==> src/rtl/stopwatch_ctrl_if.sv <==
// ----------------------------------------------------------------------------
// stopwatch_ctrl_if
//
// Purpose: groups every non-clock signal of the stopwatch controller into one
// bundle shared by the controller, the counter chain and the display path.
//
// Signals:
//   tick_100hz  1   one-clk-wide 100 Hz enable pulse (clk domain)
//   btn_ss      1   raw start/stop button, asynchronous, active-high
//   btn_lr      1   raw lap/reset button, asynchronous, active-high
//   cnt_value   24  live BCD chain value {min1,min0,sec1,sec0,cs1,cs0}
//   count_en    1   count enable to the least-significant chain digit
//   clear       1   one-cycle synchronous clear to the chain
//   disp_value  24  value to display (lap snapshot in LAP, else cnt_value)
//   lap_num     4   BCD lap count, saturates at 9
//   state       2   IDLE=00, RUN=01, PAUSE=10, LAP=11
//   overflow    1   sticky auto-stop flag (0 when auto-stop is not built)
//
// Modports:
//   master  the environment: drives buttons, tick and chain value
//   slave   the controller:  drives enable, clear, display and status
// ----------------------------------------------------------------------------
interface stopwatch_ctrl_if;
    logic        tick_100hz;
    logic        btn_ss;
    logic        btn_lr;
    logic [23:0] cnt_value;
    logic        count_en;
    logic        clear;
    logic [23:0] disp_value;
    logic [3:0]  lap_num;
    logic [1:0]  state;
    logic        overflow;

    modport master (
        output tick_100hz, btn_ss, btn_lr, cnt_value,
        input  count_en, clear, disp_value, lap_num, state, overflow
    );

    modport slave (
        input  tick_100hz, btn_ss, btn_lr, cnt_value,
        output count_en, clear, disp_value, lap_num, state, overflow
    );
endinterface

==> src/rtl/stopwatch_ctrl.sv <==
// ----------------------------------------------------------------------------
// stopwatch_ctrl
//
// Purpose: control FSM for a 6-digit cascaded BCD stopwatch chain (MM:SS.cc).
// Conditions the start/stop and lap/reset buttons (2-flop synchronizer plus
// debounce), gates the chain's count enable from the 100 Hz tick, issues the
// chain clear pulse and holds a lap snapshot for the display mux.
//
// Ports:
//   clk   system clock, single domain
//   rst   asynchronous, active-high reset
//   bus   stopwatch_ctrl_if.slave (tick, buttons, chain value in;
//         count_en, clear, disp_value, lap_num, state, overflow out)
//
// Parameters:
//   DB_CYCLES  cycles a synchronized button level must be stable to be accepted
//   DB_W       debounce counter width, 2**DB_W > DB_CYCLES
//
// Optional build macro: STOPWATCH_AUTOSTOP_EN
//   Defined   : the run stops at 59:59.99 (count_en forced low, FSM moves to
//               PAUSE, sticky overflow set; start/stop ignored until reset).
//   Undefined : no compare logic, overflow tied 0, the chain wraps freely.
// ----------------------------------------------------------------------------
module stopwatch_ctrl #(
    parameter int DB_CYCLES = 20,
    parameter int DB_W      = 16
) (
    input  logic            clk,
    input  logic            rst,
    stopwatch_ctrl_if.slave bus
);

    typedef enum logic [1:0] {
        S_IDLE  = 2'b00,
        S_RUN   = 2'b01,
        S_PAUSE = 2'b10,
        S_LAP   = 2'b11
    } state_t;

    // The counter indexes mismatch cycles from 0, so reaching DB_CYCLES-1
    // while still mismatched means DB_CYCLES stable cycles have been seen.
    localparam logic [DB_W-1:0] DB_LAST = DB_W'(DB_CYCLES - 1);

    // Bit 0 = start/stop, bit 1 = lap/reset
    logic [1:0]      meta_q;
    logic [1:0]      sync_q;
    logic [1:0]      acc_q;
    logic [1:0]      acc_d;
    logic [1:0]      press_q;
    logic [1:0]      press_d;
    logic [DB_W-1:0] dbc_q [2];
    logic [DB_W-1:0] dbc_d [2];

    logic            ss_p;
    logic            lr_p;

    state_t          state_q;
    state_t          state_d;
    logic [23:0]     lap_q;
    logic [23:0]     lap_d;
    logic [3:0]      lapn_q;
    logic [3:0]      lapn_d;
    logic            clear_q;
    logic            clear_d;
    logic            run_like;
    logic            ss_blocked;

`ifdef STOPWATCH_AUTOSTOP_EN
    localparam logic [23:0] CNT_MAX = 24'h595999;
    logic            ovf_q;
    logic            ovf_d;
    logic            at_max;
`endif

    function automatic logic [3:0] bcd_inc_sat(input logic [3:0] d);
        return (d >= 4'd9) ? 4'd9 : d + 4'd1;
    endfunction

    // ------------------------------------------------------------------
    // Button synchronizers
    // ------------------------------------------------------------------
    always_ff @(posedge clk or posedge rst) begin
        if (rst) begin
            meta_q <= 2'b00;
            sync_q <= 2'b00;
        end else begin
            meta_q <= {bus.btn_lr, bus.btn_ss};
            sync_q <= meta_q;
        end
    end

    // ------------------------------------------------------------------
    // Debounce: count consecutive cycles where the synchronized level
    // differs from the accepted level; any return to agreement restarts
    // the count. The press pulse is produced together with the accepted
    // rising edge, so releases generate nothing.
    // ------------------------------------------------------------------
    always_comb begin
        for (int i = 0; i < 2; i++) begin
            acc_d[i]   = acc_q[i];
            press_d[i] = 1'b0;
            dbc_d[i]   = '0;
            if (sync_q[i] != acc_q[i]) begin
                if (dbc_q[i] == DB_LAST) begin
                    acc_d[i]   = sync_q[i];
                    press_d[i] = sync_q[i];
                end else begin
                    dbc_d[i] = dbc_q[i] + DB_W'(1);
                end
            end
        end
    end

    always_ff @(posedge clk or posedge rst) begin
        if (rst) begin
            acc_q    <= 2'b00;
            press_q  <= 2'b00;
            dbc_q[0] <= '0;
            dbc_q[1] <= '0;
        end else begin
            acc_q    <= acc_d;
            press_q  <= press_d;
            dbc_q[0] <= dbc_d[0];
            dbc_q[1] <= dbc_d[1];
        end
    end

    assign ss_p = press_q[0];
    assign lr_p = press_q[1];

    // ------------------------------------------------------------------
    // Control FSM
    // ------------------------------------------------------------------
    assign run_like = (state_q == S_RUN) || (state_q == S_LAP);

`ifdef STOPWATCH_AUTOSTOP_EN
    assign at_max     = run_like && (bus.cnt_value == CNT_MAX);
    // After an auto-stop only lap/reset may leave PAUSE
    assign ss_blocked = ovf_q;
`else
    assign ss_blocked = 1'b0;
`endif

    always_comb begin
        state_d = state_q;
        lap_d   = lap_q;
        lapn_d  = lapn_q;
        clear_d = 1'b0;
`ifdef STOPWATCH_AUTOSTOP_EN
        ovf_d   = ovf_q;
`endif

        // Start/stop is tested first in every state, so it wins a tie.
        unique case (state_q)
            S_IDLE: begin
                if (ss_p) begin
                    state_d = S_RUN;
                end
            end
            S_RUN: begin
                if (ss_p) begin
                    state_d = S_PAUSE;
                end else if (lr_p) begin
                    state_d = S_LAP;
                    lap_d   = bus.cnt_value;
                    lapn_d  = bcd_inc_sat(lapn_q);
                end
            end
            S_LAP: begin
                if (ss_p) begin
                    state_d = S_PAUSE;
                end else if (lr_p) begin
                    state_d = S_RUN;
                end
            end
            S_PAUSE: begin
                if (ss_p && !ss_blocked) begin
                    state_d = S_RUN;
                end else if (lr_p) begin
                    state_d = S_IDLE;
                    clear_d = 1'b1;
                    lapn_d  = 4'd0;
                    lap_d   = 24'd0;
`ifdef STOPWATCH_AUTOSTOP_EN
                    ovf_d   = 1'b0;
`endif
                end
            end
        endcase

`ifdef STOPWATCH_AUTOSTOP_EN
        // Reaching the top value overrides any press in the same cycle
        if (at_max) begin
            state_d = S_PAUSE;
            lap_d   = lap_q;
            lapn_d  = lapn_q;
            ovf_d   = 1'b1;
        end
`endif
    end

    always_ff @(posedge clk or posedge rst) begin
        if (rst) begin
            state_q <= S_IDLE;
            lap_q   <= 24'd0;
            lapn_q  <= 4'd0;
            clear_q <= 1'b0;
`ifdef STOPWATCH_AUTOSTOP_EN
            ovf_q   <= 1'b0;
`endif
        end else begin
            state_q <= state_d;
            lap_q   <= lap_d;
            lapn_q  <= lapn_d;
            clear_q <= clear_d;
`ifdef STOPWATCH_AUTOSTOP_EN
            ovf_q   <= ovf_d;
`endif
        end
    end

    // ------------------------------------------------------------------
    // Outputs
    // ------------------------------------------------------------------
`ifdef STOPWATCH_AUTOSTOP_EN
    assign bus.count_en = bus.tick_100hz && run_like && !at_max;
    assign bus.overflow = ovf_q;
`else
    assign bus.count_en = bus.tick_100hz && run_like;
    assign bus.overflow = 1'b0;
`endif

    assign bus.clear      = clear_q;
    assign bus.disp_value = (state_q == S_LAP) ? lap_q : bus.cnt_value;
    assign bus.lap_num    = lapn_q;
    assign bus.state      = state_q;

endmodule
==> src/flat_wrapper.sv <==
// flat-port wrapper written by rule: the top's interface ports become plain ports
module stopwatch_ctrl_flat 
#(
    parameter int DB_CYCLES = 20,
    parameter int DB_W      = 16
)
  (clk, rst, bus_tick_100hz, bus_btn_ss, bus_btn_lr, bus_cnt_value, bus_count_en, bus_clear, bus_disp_value, bus_lap_num, bus_state, bus_overflow);
  stopwatch_ctrl_if bus_i ();
  input  logic clk;
  input  logic rst;
  input wire logic [$bits(bus_i.tick_100hz)-1:0] bus_tick_100hz;
  input wire logic [$bits(bus_i.btn_ss)-1:0] bus_btn_ss;
  input wire logic [$bits(bus_i.btn_lr)-1:0] bus_btn_lr;
  input wire logic [$bits(bus_i.cnt_value)-1:0] bus_cnt_value;
  output wire logic [$bits(bus_i.count_en)-1:0] bus_count_en;
  output wire logic [$bits(bus_i.clear)-1:0] bus_clear;
  output wire logic [$bits(bus_i.disp_value)-1:0] bus_disp_value;
  output wire logic [$bits(bus_i.lap_num)-1:0] bus_lap_num;
  output wire logic [$bits(bus_i.state)-1:0] bus_state;
  output wire logic [$bits(bus_i.overflow)-1:0] bus_overflow;
  assign bus_i.tick_100hz = bus_tick_100hz;
  assign bus_i.btn_ss = bus_btn_ss;
  assign bus_i.btn_lr = bus_btn_lr;
  assign bus_i.cnt_value = bus_cnt_value;
  assign bus_count_en = bus_i.count_en;
  assign bus_clear = bus_i.clear;
  assign bus_disp_value = bus_i.disp_value;
  assign bus_lap_num = bus_i.lap_num;
  assign bus_state = bus_i.state;
  assign bus_overflow = bus_i.overflow;
  stopwatch_ctrl #(.DB_CYCLES(DB_CYCLES), .DB_W(DB_W)) u_core (.clk(clk), .rst(rst), .bus(bus_i));
endmodule
==> config.mk <==
export PLATFORM = sky130hd
export DESIGN_NAME = stopwatch_ctrl_flat
export DESIGN_NICKNAME = d
export VERILOG_FILES = /design/src/rtl/stopwatch_ctrl_if.sv /design/src/rtl/stopwatch_ctrl.sv /design/src/flat_wrapper.sv
export SDC_FILE = /design/constraint.sdc
export NUM_CORES = 1
export LEC_CHECK = 0
export ABC_AREA = 1
export CORE_MARGIN = 1
export CORE_UTILIZATION = 35
export CTS_BUF_LIST = sky130_fd_sc_hd__clkbuf_4
export CTS_CLUSTER_SIZE = 30
export DETAILED_ROUTE_END_ITERATION = 6
export GPL_TIMING_DRIVEN = 0
export PLACE_DENSITY_LB_ADDON = 0.3
export SETUP_SLACK_MARGIN = 0.15
export SLEW_MARGIN = 40
export SYNTH_ARGS = -nofsm -noshare
export SYNTH_HDL_FRONTEND = slang
export SYNTH_SLANG_ARGS = --single-unit
export TNS_END_PERCENT = 1
==> constraint.sdc <==
create_clock -name clk -period 5.6 [get_ports clk]
set_clock_uncertainty 0.05 [all_clocks]
set_input_delay 1.4 -clock clk [delete_from_list [all_inputs] [get_ports clk]]
set_output_delay 1.4 -clock clk [all_outputs]
set_load 0.05 [all_outputs]
==> flow_summary.toml <==
[clock_tree]
cts.path.max_buffers = 2
clock-sinks = 71
root_buffer = "clkbuf_4"
clk_pin_slew_ns = 0.11
cts_tree = "built"
h-tree-depth = 3
postCtsSetupBuffers = 0
ctsHoldBuffers = 0
clock_latency_ns = 0.40
cts_buffers = 9
cts.repair.resized = 0

[yosys]
synth-edff-count = 0
synth_area_leader_cell = "dfrtp_1"
async_reset_ff_share_pct = 100.0
ys_types = 23
synth_seq_cells = 71
synth_top_area_share_pct = 47.40
synthTopCellsByArea = "dfrtp_1 47%, nand2_1 25%, nor2_1 7.8%, inv_1 4.2%, ha_1 3.3%"
synth_flop_cell = "dfrtp_1"
syn_area_um2 = 3749
ys_seq_area_share_pct = 47.40
synth_fp_nets = 562
synth_common_cells = "247 x nand2_1, 78 x nor2_1, 71 x dfrtp_1, 42 x inv_1, 13 x o21ai_0"
yosys_warnings = 0
avgSynthCellArea_um2 = 7.167
synthesis.instances = 523
yosysMostFrequentCell = "nand2_1"

[critical_path]
end_kind = "output pin"
r2r-start = "u_core.bus.state[0]$_DFFE_PP0P_"
rr_worst_depth = 8
path_max_fanout = 2
rr_endpoint = "u_core.lap_q[8]$_DFFE_PP0P_"
worstSetupPathType = "input pin to output pin"
start_kind = "input pin"
worst-r2r-setup-slack_ns = 3.77
worstPathRequired_ns = 4.15
critPathArrivalTime_ns = 2.88

[grt]
grtUsageTotal_pct = 16.16
grt_pass1_wl_um = 14670
antenna_found_initial = 0
grt_max_degree = 49
grt_pass1_vias = 3322
overflow = 0

[drt]
avgViaCountPerCell = 4.601
ant_nets = 0
drt-total-wl_um = 8333
drc = 0
drt_iter0_markers = 272
dr_total_vias = 3386
wl_per_cell_um = 11.32
drtPass1Iterations = 4

[sta]
period_share_pct = 77.25
period_minus_slack_ns = 4.326
fin_setup_tns_ns = 0
slew_headroom_pct = 64.63
worstMarginPinSlew_ns = 0.5288
rsz0062_at_grt = "no"
finalSetupViolations = 0
hold_viol_final = 0
fmax_mhz = 231.1
slew_viol_final = 0

[placement]
dp_cells = 720
hpwl_um = 6087
portBuffers = 60
gp_congestion = 0.8713

[die]
floorplan.initialDensity_pct = 36.15
dieHeight_um = 105.5
dieArea_um2 = 11130
ioPinCount = 62
die_w_um = 105.5
core_um2 = 10370
rows = 37

[cells_and_area]
final_nets = 634
drive_gt1_share_pct = 4.667
diodes = 0
layoutNonFillerInstCount = 736
area_growth_pct = 26.20

[power_and_ir_drop]
ir_worst_vdd_mv = 0.1850
powerDensity_nw_per_um2 = 442.5
leakagePower_uw = 0.002280

[min_path]
hold-path-endpoint = "u_core.sync_q[1]$_DFF_PP0_"
whs_path_depth = 0
hold_start = "u_core.meta_q[1]$_DFF_PP0_"
hold_class = "register to register"

[flow_run]
cap_violations = 0

[outcome]
status = "finished clean"
[layer usage]
layer	routed length [um]	global-route usage [%]	vias up
met5	0	0	-
met4	98	6.548	0
met3	395	2.412	8
met2	3875	27.63	94
met1	3963	20.45	1546
li1	-	-	1738
[worst max-delay path: stages]
cell,delay [ns]
clkdlybuf4s50_1,0.52
nand2_1,0.07
nand2_1,0.07
clkdlybuf4s50_1,0.81
[layout by cell type, fill, tap and decap left out, drive strengths merged, types with 10 or more instances in the layout]
cell type      instances
clkdlybuf4s50         60
clkbuf                15
ha                    10
o21ai                 13
nand4                 12
nor2                  79
inv                   43
nand2                248
dfrtp                 71
nand3                 12
[per-stage QoR]
stage / cell area (um^2) / power [uW] / utilization (%) / hold slack (ns) / setup WS (ns)
2_1_floorplan: 3749 / 1409 / - / 0.2812 / 2.351
3_3_place_gp: 4519 / 1684 / 43.58 / 0.2842 / 1.116
3_5_place_dp: 4552 / 1712 / 43.89 / 0.2862 / 1.280
4_1_cts: 4731 / 2126 / 45.62 / 0.3123 / 1.274
5_1_grt: 4731 / 2255 / 45.62 / 0.3213 / 1.086
6_report: 4731 / 2093 / 45.62 / 0.3104 / 1.274
[where the power goes]
part	switching, uW	internal (uW)	leakage [uW]
Sequential	74.4	625	0.000934
Combinational	647	339	0.00125
Clock	184	223	0.0000933
[worst max-delay path by stage]
stage / endpoint / start / depth (start not counted)
floorplan: u_core.acc_q[0]$_DFFE_PP0P_ / rst / 1
global placement: u_core.lap_q[1]$_DFFE_PP0P_ / rst / 2
detailed placement: bus_disp_value[22] / bus_cnt_value[22] / 4
CTS: bus_disp_value[20] / u_core.bus.state[1]$_DFFE_PP0P_ / 7
global route: bus_disp_value[17] / u_core.bus.state[1]$_DFFE_PP0P_ / 7
finish: bus_disp_value[22] / bus_cnt_value[22] / 4
[final cells by class]
class	count	area, um^2
fillers	1029	5639
flip-flops and latches	71	1777
multi-input cells	396	1729
repair buffers	61	628.1
well taps	136	170.2
inverters	43	166.4
clock inverters	7	111.4
plain buffers	13	81.33
clock buffers	9	67.56
[sequential cells by signal (all words and copies together), names as in the netlist]
signal,count
u_core.acc_q,2
u_core.bus.clear,1
u_core.bus.lap_num,4
u_core.bus.state,2
u_core.dbc_q,32
u_core.lap_q,24
u_core.meta_q,2
u_core.press_q,2
u_core.sync_q,2
[cells by family after synthesis]
group	share of synthesized area (%)
buf+inv	6.475
flops	47.40
simple gates	37.22
xor+xnor	2.804
other cells	0.1000
fa+ha+maj	3.338
compound gates	2.670
(Power assumes the default switching activity.)
